==> config.mk <==
export PLATFORM = sky130hd
export DESIGN_NAME = genius_fluxo_dados_n
export DESIGN_NICKNAME = d
export VERILOG_FILES = /design/src/rtl/genius_fluxo_dados_n_pkg.sv /design/src/rtl/genius_fluxo_dados_n_contador_sat.sv /design/src/rtl/genius_fluxo_dados_n.sv
export SDC_FILE = /design/constraint.sdc
export NUM_CORES = 1
export LEC_CHECK = 0
export ABC_AREA = 1
export CAP_MARGIN = 20
export CORE_ASPECT_RATIO = 1.5
export CORE_MARGIN = 3
export CORE_UTILIZATION = 41
export DETAILED_ROUTE_END_ITERATION = 6
export GPL_TIMING_DRIVEN = 0
export PLACE_DENSITY_LB_ADDON = 0.15
export SYNTH_ARGS = -nofsm -noshare
export SYNTH_HDL_FRONTEND = slang
export SYNTH_SLANG_ARGS = --single-unit
==> constraint.sdc <==
create_clock -name clock -period 2.4 [get_ports clock]
set_clock_uncertainty 0.2 [all_clocks]
set_input_delay 0.48 -clock clock [delete_from_list [all_inputs] [get_ports clock]]
set_output_delay 0.48 -clock clock [all_outputs]
set_load 0.005 [all_outputs]
==> src/rtl/genius_fluxo_dados_n_pkg.sv <==
// Shared definitions for the sequence-memory game datapath: LFSR step,
// one-hot helper and button-count legality check.
package genius_pkg;

    localparam logic [15:0] LFSR_SEED_PADRAO = 16'hACE1;

    // Fibonacci LFSR, taps 16,14,13,11 (bits 15,13,12,10)
    function automatic logic [15:0] lfsr_prox(input logic [15:0] s);
        return {s[14:0], s[15] ^ s[13] ^ s[12] ^ s[10]};
    endfunction

    function automatic logic [7:0] onehot(input logic [2:0] idx);
        return 8'b0000_0001 << idx;
    endfunction

    function automatic bit nbot_ok(input int n);
        return (n == 2) || (n == 4) || (n == 8);
    endfunction

endpackage

==> src/rtl/genius_fluxo_dados_n_contador_sat.sv <==
// Saturating up-timer: clears on reset/zera, counts while conta, holds at M-1.
// fim flags the terminal value, acima flags values at or beyond N-1.
module contador_sat #(
    parameter int M = 5000,
    parameter int N = M
) (
    input  logic clock,
    input  logic reset,
    input  logic zera,
    input  logic conta,
    output logic fim,
    output logic acima
);
    localparam int W = (M > 1) ? $clog2(M) : 1;

    logic [W-1:0] valor;

    always_ff @(posedge clock) begin
        if (reset || zera)
            valor <= '0;
        else if (conta && !fim)
            valor <= valor + 1'b1;
    end

    assign fim   = (valor == W'(M - 1));
    assign acima = (valor >= W'(N - 1));

endmodule

==> src/rtl/genius_fluxo_dados_n.sv <==
// Datapath for the sequence-memory game: play memory, address/round counters,
// timers, button edge detection and an LFSR source for random plays.
module genius_fluxo_dados_n
    import genius_pkg::*;
#(
    parameter int          NBOT        = 4,
    parameter int          DEPTH       = 16,
    parameter int          AW          = $clog2(DEPTH),
    parameter int          TIMEOUT_CYC = 5000,
    parameter int          LED_ON_CYC  = 2000,
    parameter int          LED_CURTO   = 500,
    parameter logic [15:0] LFSR_SEED   = LFSR_SEED_PADRAO
) (
    input  logic            clock,
    input  logic            reset,
    input  logic            zeraE,
    input  logic            contaE,
    input  logic            zeraR,
    input  logic            contaR,
    input  logic            zeraT,
    input  logic            contaT,
    input  logic            zeraL,
    input  logic            contaL,
    input  logic            limpaJ,
    input  logic            registraJ,
    input  logic            zeraLeds,
    input  logic            registraLeds,
    input  logic            led_sel,
    input  logic            led_apaga,
    input  logic            escreveM,
    input  logic            gera_aleatorio,
    input  logic [NBOT-1:0] botoes,
    output logic            jogada_correta,
    output logic            endereco_igual_rodada,
    output logic            fim_endereco,
    output logic            fim_rodada,
    output logic            jogada_feita,
    output logic            jogada_valida,
    output logic            timeout,
    output logic            led_curto,
    output logic            led_fim,
    output logic [NBOT-1:0] leds,
    output logic [AW-1:0]   db_endereco,
    output logic [AW-1:0]   db_rodada,
    output logic [NBOT-1:0] db_jogada,
    output logic [NBOT-1:0] db_memoria
);
    localparam int SW = $clog2(NBOT);

    if (!nbot_ok(NBOT)) begin : g_nbot_invalido
        $error("NBOT must be 2, 4 or 8");
    end

    logic [AW-1:0]   endereco, rodada;
    logic [NBOT-1:0] jogada, b_r, dado_escrita;
    logic            b_d, sel_r, t_fim, t_acima;
    logic [15:0]     lfsr;
    logic [NBOT-1:0] mem [DEPTH];

    always_ff @(posedge clock) begin
        if (reset) begin
            endereco <= '0;
            rodada   <= '0;
            jogada   <= '0;
            sel_r    <= 1'b0;
            b_r      <= '0;
            b_d      <= 1'b0;
            lfsr     <= LFSR_SEED;
        end else begin
            if (zeraE)
                endereco <= '0;
            else if (contaE)
                endereco <= (endereco == AW'(DEPTH - 1)) ? '0 : endereco + 1'b1;
            if (zeraR)
                rodada <= '0;
            else if (contaR)
                rodada <= (rodada == AW'(DEPTH - 1)) ? '0 : rodada + 1'b1;
            if (limpaJ)
                jogada <= '0;
            else if (registraJ)
                jogada <= b_r;
            if (zeraLeds)
                sel_r <= 1'b0;
            else if (registraLeds)
                sel_r <= led_sel;
            b_r  <= botoes;
            b_d  <= |b_r;
            lfsr <= lfsr_prox(lfsr);
        end
    end

    // Memory is deliberately left out of reset so the stored sequence survives it.
    always_ff @(posedge clock) begin
        if (escreveM)
            mem[endereco] <= dado_escrita;
    end

    assign dado_escrita = gera_aleatorio ? NBOT'(onehot(3'(lfsr[SW-1:0]))) : jogada;

    contador_sat #(.M(TIMEOUT_CYC), .N(TIMEOUT_CYC)) u_timer_t (
        .clock (clock),
        .reset (reset),
        .zera  (zeraT),
        .conta (contaT),
        .fim   (t_fim),
        .acima (t_acima)
    );

    contador_sat #(.M(LED_ON_CYC), .N(LED_CURTO)) u_timer_l (
        .clock (clock),
        .reset (reset),
        .zera  (zeraL),
        .conta (contaL),
        .fim   (led_fim),
        .acima (led_curto)
    );

    assign timeout               = t_fim & t_acima;
    assign db_memoria            = mem[endereco];
    assign db_endereco           = endereco;
    assign db_rodada             = rodada;
    assign db_jogada             = jogada;
    assign jogada_correta        = (db_memoria == jogada);
    assign endereco_igual_rodada = (endereco == rodada);
    assign fim_endereco          = (endereco == AW'(DEPTH - 1));
    assign fim_rodada            = (rodada == AW'(DEPTH - 1));
    assign jogada_feita          = (|b_r) & ~b_d;
    assign jogada_valida         = ($countones(b_r) == 1);
    assign leds                  = sel_r ? db_memoria : (led_apaga ? '0 : jogada);

endmodule

# ---- After elaboration in Yosys (flattened, before gate mapping)
# Memory sizes are Yosys's and may differ from the RTL's. A register that Yosys moved wholly into a read port is not among the register bits.
# Cells that the tools add are included.
dict set report totals {
  reg_bits 58
  ramBits 64
  in_bits 22
  out_inout_bits 29
  elab_cells 53
  mem_count 1
}
dict set report classes {
  addsub 7
  order_cmp 2
  n_eq_ne 7
  shift 1
  mux 9
  n_bitwise 6
  n_reduce_logical 11
}
# memory depth word_bits read_ports rd_ports_with_merged_regs wr line
set memory_table {}
lappend memory_table {mem 16 4 1 1 1 genius_fluxo_dados_n.sv:58} ;# logic [NBOT-1:0] mem [DEPTH];
# cell n
set op_table {}
lappend op_table {{4-bit 2-to-1 mux} 7}
lappend op_table {{13-bit by 1-bit adder with 13-bit output, second input constant} 1}
lappend op_table {{13-bit equality test, second input constant} 1}
lappend op_table {{13-bit >= comparator, second input constant} 1}
lappend op_table {{11-bit by 1-bit adder with 11-bit output, second input constant} 1}
lappend op_table {{11-bit equality test, second input constant} 1}
lappend op_table {{11-bit by 9-bit >= comparator with 1-bit output, second input constant} 1}
lappend op_table {{4-bit by 1-bit adder with 4-bit output, second input constant} 2}
lappend op_table {{4-bit equality test} 2}
lappend op_table {{4-bit equality test, second input constant} 2}
lappend op_table {{2-bit OR reduction} 4}
lappend op_table {{1-bit by 1-bit adder with 2-bit output} 2}
lappend op_table {{4-bit OR reduction} 1}
lappend op_table {{1-bit by 2-bit << shifter with 4-bit output, first input constant} 1}
lappend op_table {{2-bit by 2-bit adder with 3-bit output} 1}
lappend op_table {{3-bit by 1-bit equality test with 1-bit output, second input constant} 1}
lappend op_table {{1-bit XOR} 3}
lappend op_table {{1-bit AND} 2}
lappend op_table {{1-bit logical AND} 2}
lappend op_table {{1-bit zero test} 2}
lappend op_table {{1-bit logical OR} 2}
lappend op_table {{1-bit 2-to-1 mux} 2}
lappend op_table {{1-bit inverter} 1}

# ---- Depth between registers and ports, before layout
dict set report logic_depth {
  ltp_word 4
  depth_mapped 13
  depth_no_buf 11
}

# ---- Modules after synthesis
# Synthesis repeated with hierarchy kept, for this count alone.
dict set report hier_totals {
  hier_cells 702
  area_unflattened_um2 6019.5
}
# mod instances cells_per_inst area_per_inst_um2 seq_area_each_um2
set modules_own_cells {}
lappend modules_own_cells {genius_fluxo_dados_n 1 461 4389.2 2682.6}
lappend modules_own_cells {{contador_sat (u_timer_t)} 1 143 975.9 260.2}
lappend modules_own_cells {{contador_sat (u_timer_l)} 1 98 654.4 220.2}

# ---- Worst setup path before layout
# OpenSTA, ideal clock, no wires.
dict set report synth_timing {
  path_kind {register to output}
  start {register b_r[0]}
  end {output port jogada_valida}
  t_arrival_ns 1.573
  required_ns 1.720
  setup_slack_ns 0.147
  stages_incl_launch_ff 7
  path_buffers 0
  cell_sequence {dfxtp_1 -> inv_1 -> fa_1 -> inv_1 -> ha_1 -> ha_1 -> nor3b_1}
}
dict set report synth_between {
  elab_chain_cells 3
}
# element line
set synth_rtl {}
lappend synth_rtl {{from (decl)} genius_fluxo_dados_n.sv:55} ;# logic [NBOT-1:0] jogada, b_r, dado_escrita;
lappend synth_rtl {{from (signal assigned)} genius_fluxo_dados_n.sv:86} ;# b_r <= botoes;
lappend synth_rtl {{1-bit by 1-bit adder with 2-bit output (implied by the code)} genius_fluxo_dados_n.sv:128} ;# assign jogada_valida = ($countones(b_r) == 1);
lappend synth_rtl {{2-bit by 2-bit adder with 3-bit output (implied by the code)} genius_fluxo_dados_n.sv:128}
lappend synth_rtl {{3-bit by 1-bit equality test with 1-bit output} genius_fluxo_dados_n.sv:128}
lappend synth_rtl {{to (decl)} genius_fluxo_dados_n.sv:38} ;# output logic jogada_valida,
# Every way passes these cells.

# ---- Worst setup path in the final report
# Same ends and word-level chain as after synthesis.

==> impl_results.html <==
<table>
<tr><th>Metric</th><th>Value</th></tr>
<tr><th colspan="2">Floorplanning</th></tr>
<tr><td>Full die area</td><td>about 0.016 mm2</td></tr>
<tr><td>Row Count</td><td>52</td></tr>
<tr><td>Area inside the core boundary</td><td>between 0.01 and 0.015 mm2</td></tr>
<tr><td>Initial core utilization</td><td>42.4%</td></tr>
<tr><td>Die Wd</td><td>between 100 and 150 um</td></tr>
<tr><td>I/O pin count</td><td>around 50</td></tr>
<tr><td>Y dimension of the die</td><td>152 um</td></tr>
<tr><th colspan="2">Detailed routing</th></tr>
<tr><td>Wire per inst</td><td>15.8 um</td></tr>
<tr><td>Detail Route Antenna Nets</td><td>0</td></tr>
<tr><td>Drt initial violations</td><td>roughly 170</td></tr>
<tr><td>First-pass detailed-route iteration total</td><td>5</td></tr>
<tr><td>Total number of vias</td><td>4720</td></tr>
<tr><td>Vias per cell</td><td>5.10</td></tr>
<tr><td>Detailed Route WL</td><td>approximately 15000 um</td></tr>
<tr><td>Remaining DRCs</td><td>0</td></tr>
<tr><th colspan="2">Final layout</th></tr>
<tr><td>Diodes inserted</td><td>0</td></tr>
<tr><td># nets final</td><td>between 700 and 800</td></tr>
<tr><td>Fin area</td><td>between 0.007 and 0.008 mm2</td></tr>
<tr><td>Count of filler cells inserted in the layout</td><td>about 1.2k</td></tr>
<tr><td>Synth-to-layout area growth</td><td>36.8%</td></tr>
<tr><td>Share of post-route cells with drive strength above 1</td><td>between 20 and 30%</td></tr>
<tr><th colspan="2">Setup path</th></tr>
<tr><td>Endpoint arrival time on the critical path</td><td>2.03 ns</td></tr>
<tr><td>Origin of the worst setup path</td><td>b_r[0]$_SDFF_PP0_</td></tr>
<tr><td>Start-to-end type of the worst setup path</td><td>flop to primary output</td></tr>
<tr><td>Peak fanout along the critical path</td><td>2</td></tr>
<tr><td>Reg-to-Reg Start</td><td>u_timer_t.valor[0]$_SDFFE_PP0P_</td></tr>
<tr><td>Crit path launch type</td><td>flop</td></tr>
<tr><td>WP data required</td><td>~1.7 ns</td></tr>
<tr><td>Nature of the critical path endpoint</td><td>primary output</td></tr>
<tr><th colspan="2">STA</th></tr>
<tr><td>Setup TNS</td><td>-0.870 ns</td></tr>
<tr><td>Tightest slew margin relative to the limit</td><td>39.3%</td></tr>
<tr><td>Least setup slack across all paths after layout</td><td>-0.312 ns</td></tr>
<tr><td>Final critical-path share of the clock period</td><td>113%</td></tr>
<tr><td>Smallest hold slack</td><td>just over 0.2 ns</td></tr>
<tr><td>Count of endpoints failing setup in the final report</td><td>8</td></tr>
<tr><td>Transition at the pin with the smallest max-transition slack</td><td>0.911 ns</td></tr>
<tr><td>Setup repair after global routing missed its margin</td><td>yes</td></tr>
<tr><td>Fmax</td><td>369 MHz</td></tr>
<tr><td>Number of hold-slack violations in the final timing report</td><td>0</td></tr>
<tr><td>Max Transition Viols Final</td><td>0</td></tr>
<tr><td>Post-route minimum period</td><td>2.71 ns</td></tr>
<tr><th colspan="2">Synthesis</th></tr>
<tr><td>Number of enable-type register cells in the synthesized netlist</td><td>64</td></tr>
<tr><td>Avg Cell Area, Syn</td><td>about 8.8 um2</td></tr>
<tr><td>Most repeated cell in the gate-level netlist after synthesis</td><td>sky130_fd_sc_hd__nand2_1</td></tr>
<tr><td>Part of the Yosys area used for sequential elements</td><td>around 55%</td></tr>
<tr><td>Synth Net Count</td><td>about 690</td></tr>
<tr><td>Synth area leader</td><td>sky130_fd_sc_hd__edfxtp_1</td></tr>
<tr><td>Number of distinct library cells after synthesis</td><td>37</td></tr>
<tr><td>Ys flop type</td><td>sky130_fd_sc_hd__edfxtp_1</td></tr>
<tr><td>List of most frequent post-synthesis cells</td><td>158 x sky130_fd_sc_hd__nand2_1, 95 x sky130_fd_sc_hd__inv_1, 64 x sky130_fd_sc_hd__edfxtp_1</td></tr>
<tr><td>Number of standard cells after synthesis</td><td>around 660</td></tr>
<tr><td>Synthesized area</td><td>about 0.0058 mm2</td></tr>
<tr><td>Dominant cells by area after synthesis</td><td>sky130_fd_sc_hd__edfxtp_1 33%, sky130_fd_sc_hd__dfxtp_1 21%, sky130_fd_sc_hd__nand2_1 10%</td></tr>
<tr><td>Share of async-settable or async-resettable flops after synthesis</td><td>0%</td></tr>
<tr><td>Warnings, synthesis</td><td>0</td></tr>
<tr><td>Post-synthesis register bit count</td><td>around 130</td></tr>
<tr><td>Share of Yosys cell area claimed by the top area cell type</td><td>between 30% and 40%</td></tr>
<tr><th colspan="2">Place</th></tr>
<tr><td>Worst slack at placement</td><td>-0.408 ns</td></tr>
<tr><td>IO buf count</td><td>just under 50</td></tr>
<tr><td>Area after DPL</td><td>roughly 0.0065 mm2</td></tr>
<tr><td>Post-DP HPWL</td><td>~9700 um</td></tr>
<tr><td>GP Congestion</td><td>just under 0.9</td></tr>
<tr><th colspan="2">GRT</th></tr>
<tr><td>Total gr overflow</td><td>0</td></tr>
<tr><td>Met2 layer usage reported by global route</td><td>34.9%</td></tr>
<tr><td>Grt peak-use layer</td><td>met2</td></tr>
<tr><td>Antenna violations before repair</td><td>0</td></tr>
<tr><td>Global-route wire length before repair</td><td>about 23000 um</td></tr>
<tr><td>GR Util All Layers</td><td>slightly below 20%</td></tr>
<tr><td>Global-route met1 utilization</td><td>approximately a fifth</td></tr>
<tr><td>Via count of the first global-routing pass</td><td>slightly below 5k</td></tr>
<tr><td>Grt met3 use</td><td>4.72%</td></tr>
<tr><td>Pin count of the biggest net entering global routing</td><td>17</td></tr>
<tr><th colspan="2">Run status</th></tr>
<tr><td>Outcome</td><td>finished with violations</td></tr>
<tr><td>Violations in the final reports</td><td>setup timing</td></tr>
<tr><th colspan="2">Pwr</th></tr>
<tr><td>Leak</td><td>between 3 and 4 nW</td></tr>
<tr><td>Design Power</td><td>approximately 5.3 mW</td></tr>
<tr><td>Total power divided by cell area</td><td>between 600 and 700 mW/mm2</td></tr>
<tr><td>Max rail drop VDD</td><td>between 500 and 600 uV</td></tr>
<tr><th colspan="2">Clocking</th></tr>
<tr><td>Clk Latency, worst-skew pair</td><td>a little over 0.4 ns</td></tr>
<tr><td>H-tree depth reported by CTS</td><td>4</td></tr>
<tr><td>Total CTS buffers</td><td>17</td></tr>
<tr><td>Root cell of the clock tree</td><td>sky130_fd_sc_hd__clkbuf_16</td></tr>
<tr><td>Clock tree from TritonCTS</td><td>done</td></tr>
<tr><td>Maximum clock path buffer count</td><td>2</td></tr>
<tr><td>Clock net sink count</td><td>between 100 and 150</td></tr>
<tr><td>Clock transition at the register clock pins on the worst setup and hold paths after CTS</td><td>approximately 0.06 ns</td></tr>
<tr><th colspan="2">Worst hold path</th></tr>
<tr><td>Hold Path Class</td><td>flop to flop</td></tr>
<tr><td>Launch instance of the worst min-delay path</td><td>lfsr[11]$_SDFF_PP1_</td></tr>
<tr><th colspan="2">Run</th></tr>
<tr><td>Max_cap viols</td><td>0</td></tr>
</table>
logic make-up after synthesis:
group	count (synthesis)	share of synthesized area [%]
and+or+nand+nor	314	24.4
adders and majority gates	11	2.51
DFF	126	54.6
buffers and inverters	117	8.73
xor gates and xnor gates	19	2.87
muxes	3	0.540
AOI/OAI and AO/OA	65	6.35
cells in the final DEF (no fill, tap or decap), types with 19 or more instances in the layout:
cell type                         count
sky130_fd_sc_hd__clkdlybuf4s50_1     33
sky130_fd_sc_hd__nor2_1              48
sky130_fd_sc_hd__clkbuf_16           19
sky130_fd_sc_hd__a21oi_1             31
sky130_fd_sc_hd__inv_1               90
sky130_fd_sc_hd__nand3_1             20
sky130_fd_sc_hd__edfxtp_1            64
sky130_fd_sc_hd__nand3_2             24
sky130_fd_sc_hd__nand2_1            128
sky130_fd_sc_hd__dfxtp_1             46
sky130_fd_sc_hd__nand2_2             28
sky130_fd_sc_hd__buf_4               20
routing by layer:
metal	vias up	share of wire, %
li1	2325	-
met1	2210	39
met2	142	53
met3	43	4.0
met4	0	4.0
met5	-	0
report_power, final:
group | internal [mW] | switching, mW
clock | 1.51 | 0.939
sequential | 2.31 | 0.0269
combinational | 0.213 | 0.261
worst max-delay path, stage by stage, from the launching register on:
cell and delay [ns]:
sky130_fd_sc_hd__dfxtp_2 0.33, sky130_fd_sc_hd__inv_2 0.05, sky130_fd_sc_hd__fa_1 0.54, sky130_fd_sc_hd__inv_2 0.05, sky130_fd_sc_hd__ha_4 0.15, sky130_fd_sc_hd__ha_4 0.20, sky130_fd_sc_hd__nor3b_2 0.16, sky130_fd_sc_hd__buf_2 0.13
final cells by class:
type	instances	area, um2	share of cell area (%)
timing repair buffer	79	743	9.38
tap	162	203	2.56
buffer	16	163	2.05
clock buffer	19	464	5.86
multi-input combinational	412	2650	33.4
inverter	99	385	4.86
sequential	126	3210	40.4
clock inverter	13	111	1.41
registers in the layout, indices dropped and copies added, names as in the netlist, named ones only:
name and cells:
mem 64, lfsr 16, u_timer_t.valor 13, u_timer_l.valor 11, b_r 4, db_endereco 4, db_jogada 4, db_rodada 4
b_d 1, sel_r 1
metrics by stage:
stage	utilization, %	instances
2_1_floorplan	-	655
3_3_place_gp	47.5	866
6_report	58.0	926
4_1_cts	55.6	919
3_5_place_dp	47.7	869
5_1_grt	58.0	926
repair_timing:
| action | in CTS | in global routing |
|---|---|---|
| endpoints found under the hold margin | 0 | 0 |
| hold buffers | 0 | 0 |
| pin swaps | 32 | 37 |
| setup endpoints to repair | 17 | 14 |
| gates cloned | 2 | 1 |
| buffers inserted | 18 | 8 |
| resized for setup | 140 | 70 |
path summary, 6_finish.rpt:
path	endpoint	slack, ns	cells past startpoint
hold / removal	lfsr[12]$_SDFF_PP0_	0.21	2
setup / recovery	jogada_valida	-0.31	7
hold reg to reg	lfsr[12]$_SDFF_PP0_	0.21	2
setup reg to reg	u_timer_t.valor[8]$_SDFFE_PP0P_	0.62	10
No activity file was read; power rests on OpenSTA's default activity.
